### config.mk
export PLATFORM = sky130hd
export DESIGN_NAME = pipelined_add_sub
export DESIGN_NICKNAME = d
export VERILOG_FILES = /design/src/rtl/pipelined_add_sub.sv
export SDC_FILE = /design/constraint.sdc
export NUM_CORES = 1
export LEC_CHECK = 0
export BUFFER_PORTS_ARGS = -buffer_cell sky130_fd_sc_hd__clkbuf_2
export CORE_MARGIN = 2
export CORE_UTILIZATION = 54
export CTS_BUF_LIST = sky130_fd_sc_hd__clkbuf_2
export DETAILED_ROUTE_END_ITERATION = 16
export GPL_ROUTABILITY_DRIVEN = 0
export PLACE_DENSITY_LB_ADDON = 0.12
export REMOVE_ABC_BUFFERS = 1
export SKIP_LAST_GASP = 1
export SLEW_MARGIN = 20
export SYNTH_ARGS = -nofsm -noshare
export SYNTH_HDL_FRONTEND = slang
export SYNTH_SLANG_ARGS = --single-unit
export TNS_END_PERCENT = 10
### constraint.sdc
create_clock -name clk -period 2.21 [get_ports clk]
set_input_delay 0.1105 -clock clk [delete_from_list [all_inputs] [get_ports clk]]
set_output_delay 0.1105 -clock clk [all_outputs]
set_load 0.01 [all_outputs]
### src/rtl/pipelined_add_sub.sv
// Pipelined two's-complement adder/subtractor: STAGES carry slices, one beat per
// cycle, valid/ready on both sides, global stall when the output is blocked.
module pipelined_add_sub #(
   parameter int unsigned WIDTH  = 32,
   parameter int unsigned STAGES = 4
) (
   input  logic             clk,
   input  logic             rst_n,
   input  logic             in_valid,
   output logic             in_ready,
   input  logic [WIDTH-1:0] a,
   input  logic [WIDTH-1:0] b,
   input  logic             cin,
   input  logic             sub,
   output logic             out_valid,
   input  logic             out_ready,
   output logic [WIDTH-1:0] sum,
   output logic             cout,
   output logic             overflow,
   output logic             zero
);

   localparam int unsigned SLICE = WIDTH / STAGES;
   localparam int unsigned LAST  = STAGES - 1;

   // Per-stage registers: valid, slice carry-out, skewed operands, partial result
   logic             v_q  [STAGES];
   logic             c_q  [STAGES];
   logic [WIDTH-1:0] a_q  [STAGES];
   logic [WIDTH-1:0] b_q  [STAGES];
   logic [WIDTH-1:0] r_q  [STAGES];
   logic             ovf_q;
   logic             zero_q;
   logic             rdy_q;

   // Per-stage combinational inputs and results
   logic             v_s   [STAGES];
   logic             ci_s  [STAGES];
   logic [WIDTH-1:0] a_s   [STAGES];
   logic [WIDTH-1:0] b_s   [STAGES];
   logic [WIDTH-1:0] r_s   [STAGES];
   logic [WIDTH-1:0] r_d   [STAGES];
   logic [SLICE:0]   slc_s [STAGES];

   logic en;
   logic cmsb;
   logic ovf_d;
   logic zero_d;
   logic unused_ops;

   assign en       = !(v_q[LAST] && !out_ready);
   assign in_ready = rdy_q && en;

   genvar k;
   generate
      for (k = 0; k < STAGES; k++) begin : g_stage
         if (k == 0) begin : g_first
            assign v_s[k]  = in_valid && in_ready;
            assign a_s[k]  = a;
            assign b_s[k]  = sub ? ~b : b;
            assign ci_s[k] = sub | cin;
            assign r_s[k]  = '0;
         end else begin : g_next
            assign v_s[k]  = v_q[k-1];
            assign a_s[k]  = a_q[k-1];
            assign b_s[k]  = b_q[k-1];
            assign ci_s[k] = c_q[k-1];
            assign r_s[k]  = r_q[k-1];
         end
         assign slc_s[k] = {1'b0, a_s[k][k*SLICE +: SLICE]}
                         + {1'b0, b_s[k][k*SLICE +: SLICE]}
                         + {{SLICE{1'b0}}, ci_s[k]};
         // Slices above k are still zero, so OR-ing in the new slice is exact
         assign r_d[k] = r_s[k] | (WIDTH'(slc_s[k][SLICE-1:0]) << (k*SLICE));
      end
   endgenerate

   // Carry into the MSB recovered from the MSB sum bit and its operand bits
   assign cmsb   = a_s[LAST][WIDTH-1] ^ b_s[LAST][WIDTH-1] ^ r_d[LAST][WIDTH-1];
   assign ovf_d  = cmsb ^ slc_s[LAST][SLICE];
   assign zero_d = (r_d[LAST] == '0);

   always_ff @(posedge clk or negedge rst_n) begin
      if (!rst_n) begin
         rdy_q  <= 1'b0;
         ovf_q  <= 1'b0;
         zero_q <= 1'b0;
         for (int unsigned i = 0; i < STAGES; i++) begin
            v_q[i] <= 1'b0;
            c_q[i] <= 1'b0;
            a_q[i] <= '0;
            b_q[i] <= '0;
            r_q[i] <= '0;
         end
      end else begin
         rdy_q <= 1'b1;
         if (en) begin
            ovf_q  <= ovf_d;
            zero_q <= zero_d;
            for (int unsigned i = 0; i < STAGES; i++) begin
               v_q[i] <= v_s[i];
               c_q[i] <= slc_s[i][SLICE];
               a_q[i] <= a_s[i];
               b_q[i] <= b_s[i];
               r_q[i] <= r_d[i];
            end
         end
      end
   end

   always_comb begin
      unused_ops = 1'b0;
      for (int unsigned i = 0; i < STAGES; i++) begin
         unused_ops = unused_ops ^ (^a_q[i]) ^ (^b_q[i]);
      end
   end

   assign out_valid = v_q[LAST];
   assign sum       = r_q[LAST];
   assign cout      = c_q[LAST];
   assign overflow  = ovf_q;
   assign zero      = zero_q;

endmodule

==> run_results.csv <==
group,metric,value,unit
routing,postRouteAntennaNets,0,
synth,synthCells,930,
cells_and_area,nFillCells,1181,
power_and_ir_drop,p_seq_share,43.2,%
synth,syn_area,0.00847,mm2
job,maxCapViolations,0,
sta,worstMarginPinSlew,0.588,ns
die,initial_core_util,55.5,%
sta,relSlewSlack,60.8,%
worst_setup_path,critPathTopFamily,"adder cells",
worst_setup_path,timing.critical_path.mode_cell,"fa_2",
power_and_ir_drop,power_density,1210,mW/mm2
sta,max_freq,0.423,GHz
routing,dr_total_vias,6848,
synth,avgSynthCellArea,9.10,um2
worst_setup_path,worst-r2r-cell-count,8,
hold_path,min_to,"a_q[104]",
synth,ys_warn_count,0,
worst_setup_path,worstReg2RegStart,"b_q[56]",
power_and_ir_drop,ir_drop,0.635,mV
power_and_ir_drop,p_leak,0.00563,uW
sta,skew,0.0385,ns
power_and_ir_drop,power_frac_clock,12.5,%
power_and_ir_drop,combPwrFrac,44.3,%
die,ios,107,
die,fp-row-count,45,
grt,grt_max_degree,131,
routing,drc_errors,0,
worst_setup_path,endpoint_kind,"flip-flop",
place,dp_hpwl,10700,um
grt,grt_remaining_overflow,0,
worst_setup_path,critPathBufInv,1,
cts,clock-sinks,187,
cts,cts_buffers,17,
hold_path,hold_depth,4,
worst_setup_path,r2r-end,"zero",
die,dieArea,0.0167,mm2
worst_setup_path,cp_max_fo,3,
cts,clock_latency,0.74,ns
power_and_ir_drop,intPower,8270,uW
worst_setup_path,path_cells,"fa_2, fa_2, buf_4, xnor2_2, nand4_1, nor4bb_4, and3_1, a22o_1",
hold_path,hold_start,"a[8]",
worst_setup_path,critPathRequiredTime,2.90,ns
cells_and_area,regArea,0.00468,mm2
cts,cts.htree.levels,4,
grt,gr-usage-met2,41.0,%
routing,avgRoutedWirePerCell,13.1,um
grt,grtUsageMet1,29.6,%
grt,gr-max-usage-layer,"met2",
routing,drt-total-wl,18400,um
die,core,0.0153,mm2
cts,clk_pin_slew,0.27,ns
worst_setup_path,start_kind,"flip-flop",
die,die_h,129,um
worst_setup_path,r2r_setup_slack,-0.15,ns
hold_path,hold_class,"in2reg",
sta,tns,-0.411,ns
run_status,violations,"setup timing",
grt,grt_use_total,23.8,%
power_and_ir_drop,p_sw,5150,uW
grt,grt_antenna_before_repair,1,
grt,grt_pass1_vias,6904,
worst_setup_path,slowest_stage,"dfrtp_1",
sta,slew_violations,0,
sta,hold_viol,0,
sta,fin_ws,-0.155,ns
place,io_buffers,106,
run_status,outcome,"finished with violations",
synth,ys_seq_elements,187,
cts,cts_tree,"done",
cts,ctsRootBufferMaster,"clkbuf_2",
sta,setup_viol,7,
synth,yosysUniqueCellTypes,41,
cells_and_area,post-route-util,72.8,%
routing,drt_iter0_drc,310,
worst_setup_path,path_class,"reg2reg",
cells_and_area,drive_above_1_share,14.6,%
cts,clock_path_buffers,2,
die,dieWidth,129,um
cells_and_area,area_growth,31.2,%
grt,grt_pass1_wl,31600,um
routing,via_per_inst,4.87,
worst_setup_path,critPathArrivalTime,3.05,ns
sta,period_needed,2.36,ns
sta,timing.final.crit_share,107,%
sta,rsz0062_at_grt,"true",
cells_and_area,final_nets,1286,
grt,met3_usage,4.25,%
cells_and_area,multi_input_area,0.00359,mm2
routing,dr.pass1.iters,4,
synth,synth-seq-area-share,55.3,%
worst_setup_path,slowest_delay,0.46,ns
power_and_ir_drop,sw_frac_of_total,38.4,%
[how the worst max path moves through the flow]
stage              start  slack, ns        to  cells past startpoint
2_1_floorplan  out_valid      -5.56  b_q[105]                      2
3_3_place_gp      c_q[1]      -0.28  overflow                      8
3_5_place_dp      c_q[1]      -0.31      zero                      8
4_1_cts          b_q[56]      -0.14      zero                      8
5_1_grt          b_q[56]      -0.28  overflow                      8
6_report         b_q[56]      -0.15      zero                      8
[cell type report]
class                   count  share of cell area (%)
flip-flops and latches    187                    42.1
multi-input cells         680                    32.3
repair buffers            276                    20.5
well taps                 211                    2.38
clock inverters            15                    1.33
clock buffers              17                   0.766
inverters                  18                   0.608
diodes                      1                  0.0225
[cells by family after synthesis]
logic type / after synthesis / share of synthesized area, %
AOI/OAI and AO/OA: 110 / 8.05
xor gates and xnor gates: 48 / 5.05
adders and majority gates: 36 / 6.03
buffers and inverters: 63 / 3.00
DFF: 187 / 55.3
other: 1 / 0.0443
and+or+nand+nor: 485 / 22.5
[layer usage]
layer / share of wire (%) / up-vias
met2: 51 / 110
met3: 2.4 / 34
met1: 44 / 3227
li1: - / 3477
met4: 2.8 / 0
met5: 0 / -
[flip-flops by register name, summed over array words and instances (netlist names), 3 cells and up]
| signal | flops |
|---|---|
| a_q | 48 |
| b_q | 48 |
| r_q | 48 |
| sum | 32 |
| c_q | 3 |
| v_q | 3 |
[power by group through the flow]
stage	clock network (uW)	logic (uW)	registers, uW
after floorplan	0	3610	5720
after global placement	0	5090	5830
after detailed placement	0	5200	5860
after CTS	1730	5900	5780
after global routing	1880	6800	5980
final	1680	5950	5790
[synth_stat cells, drive strengths merged]
cell / number / area share [%]
nand2: 423 / 19
dfrtp: 187 / 55
o21ai: 48 / 2.9
xnor2: 31 / 3.2
clkbuf: 29 / 1.3
ha: 28 / 4.1
nor2: 26 / 1.2
a21oi: 19 / 1.1
inv: 18 / 0.80
xor2: 17 / 1.8
buf: 16 / 0.92
nor3: 11 / 0.65
o31ai: 9 / 0.80
fa: 8 / 1.9
o21a: 8 / 0.71
a21o: 6 / 0.55
nor4: 6 / 0.44
o21bai: 6 / 0.53
a211oi: 5 / 0.56
a31oi: 4 / 0.30
and3b: 3 / 0.31
nor2b: 3 / 0.22
and3: 2 / 0.15
nand2b: 2 / 0.15
nand4: 2 / 0.15
o211a: 2 / 0.24
or3: 2 / 0.15
a2111oi: 1 / 0.18
a21boi: 1 / 0.089
a22o: 1 / 0.10
and2: 1 / 0.074
conb: 1 / 0.044
nand3: 1 / 0.059
nor4bb: 1 / 0.12
or2: 1 / 0.074
or4: 1 / 0.089
[worst register-to-register path, stage by stage, from the launching register on]
cell and delay (ns):
dfrtp_1 0.46, fa_2 0.42, fa_2 0.40, buf_4 0.15, xnor2_2 0.13, nand4_1 0.17, nor4bb_4 0.32, and3_1 0.18
a22o_1 0.11
[timing repair]
action,4_1_cts,5_1_grt
hold buffers,149,0
pin swaps,9,0
gates resized for setup,7,1
hold endpoints to repair,360,0
cloned,0,0
endpoints found under the setup margin,9,17
buffers inserted,1,0
[cells in the final DEF (no fill, tap or decap), types with 3 or more instances in the layout]
| master | n |
|---|---|
| a211oi_1 | 3 |
| a21o_1 | 5 |
| a21oi_1 | 18 |
| a31oi_1 | 4 |
| and3b_1 | 3 |
| buf_12 | 7 |
| buf_4 | 15 |
| clkbuf_2 | 122 |
| clkinv_2 | 3 |
| clkinvlp_4 | 4 |
| dfrtp_1 | 187 |
| dlygate4sd3_1 | 148 |
| fa_1 | 6 |
| ha_1 | 28 |
| inv_1 | 18 |
| inv_6 | 3 |
| nand2_1 | 423 |
| nor2_1 | 26 |
| nor3_1 | 10 |
| nor4_1 | 5 |
| o21a_1 | 8 |
| o21ai_0 | 47 |
| o21bai_1 | 6 |
| o31ai_1 | 9 |
| xnor2_1 | 30 |
| xor2_1 | 16 |
[through the flow]
| stage | std cells | area, um2 | setup WS, ns | power (uW) | hold WS (ns) |
|---|---|---|---|---|---|
| 6_report | 1405 | 11100 | -0.155 | 13400 | 0.131 |
| 3_3_place_gp | 1222 | 9320 | -0.277 | 10900 | 0.0498 |
| 4_1_cts | 1404 | 11100 | -0.135 | 13400 | 0.0392 |
| 5_1_grt | 1405 | 11100 | -0.280 | 14700 | 0.0715 |
| 3_5_place_dp | 1222 | 9320 | -0.305 | 11100 | 0.0437 |
| 2_1_floorplan | 885 | 8280 | -5.56 | 9330 | -0.185 |
Power figures use the tool's default switching activity.
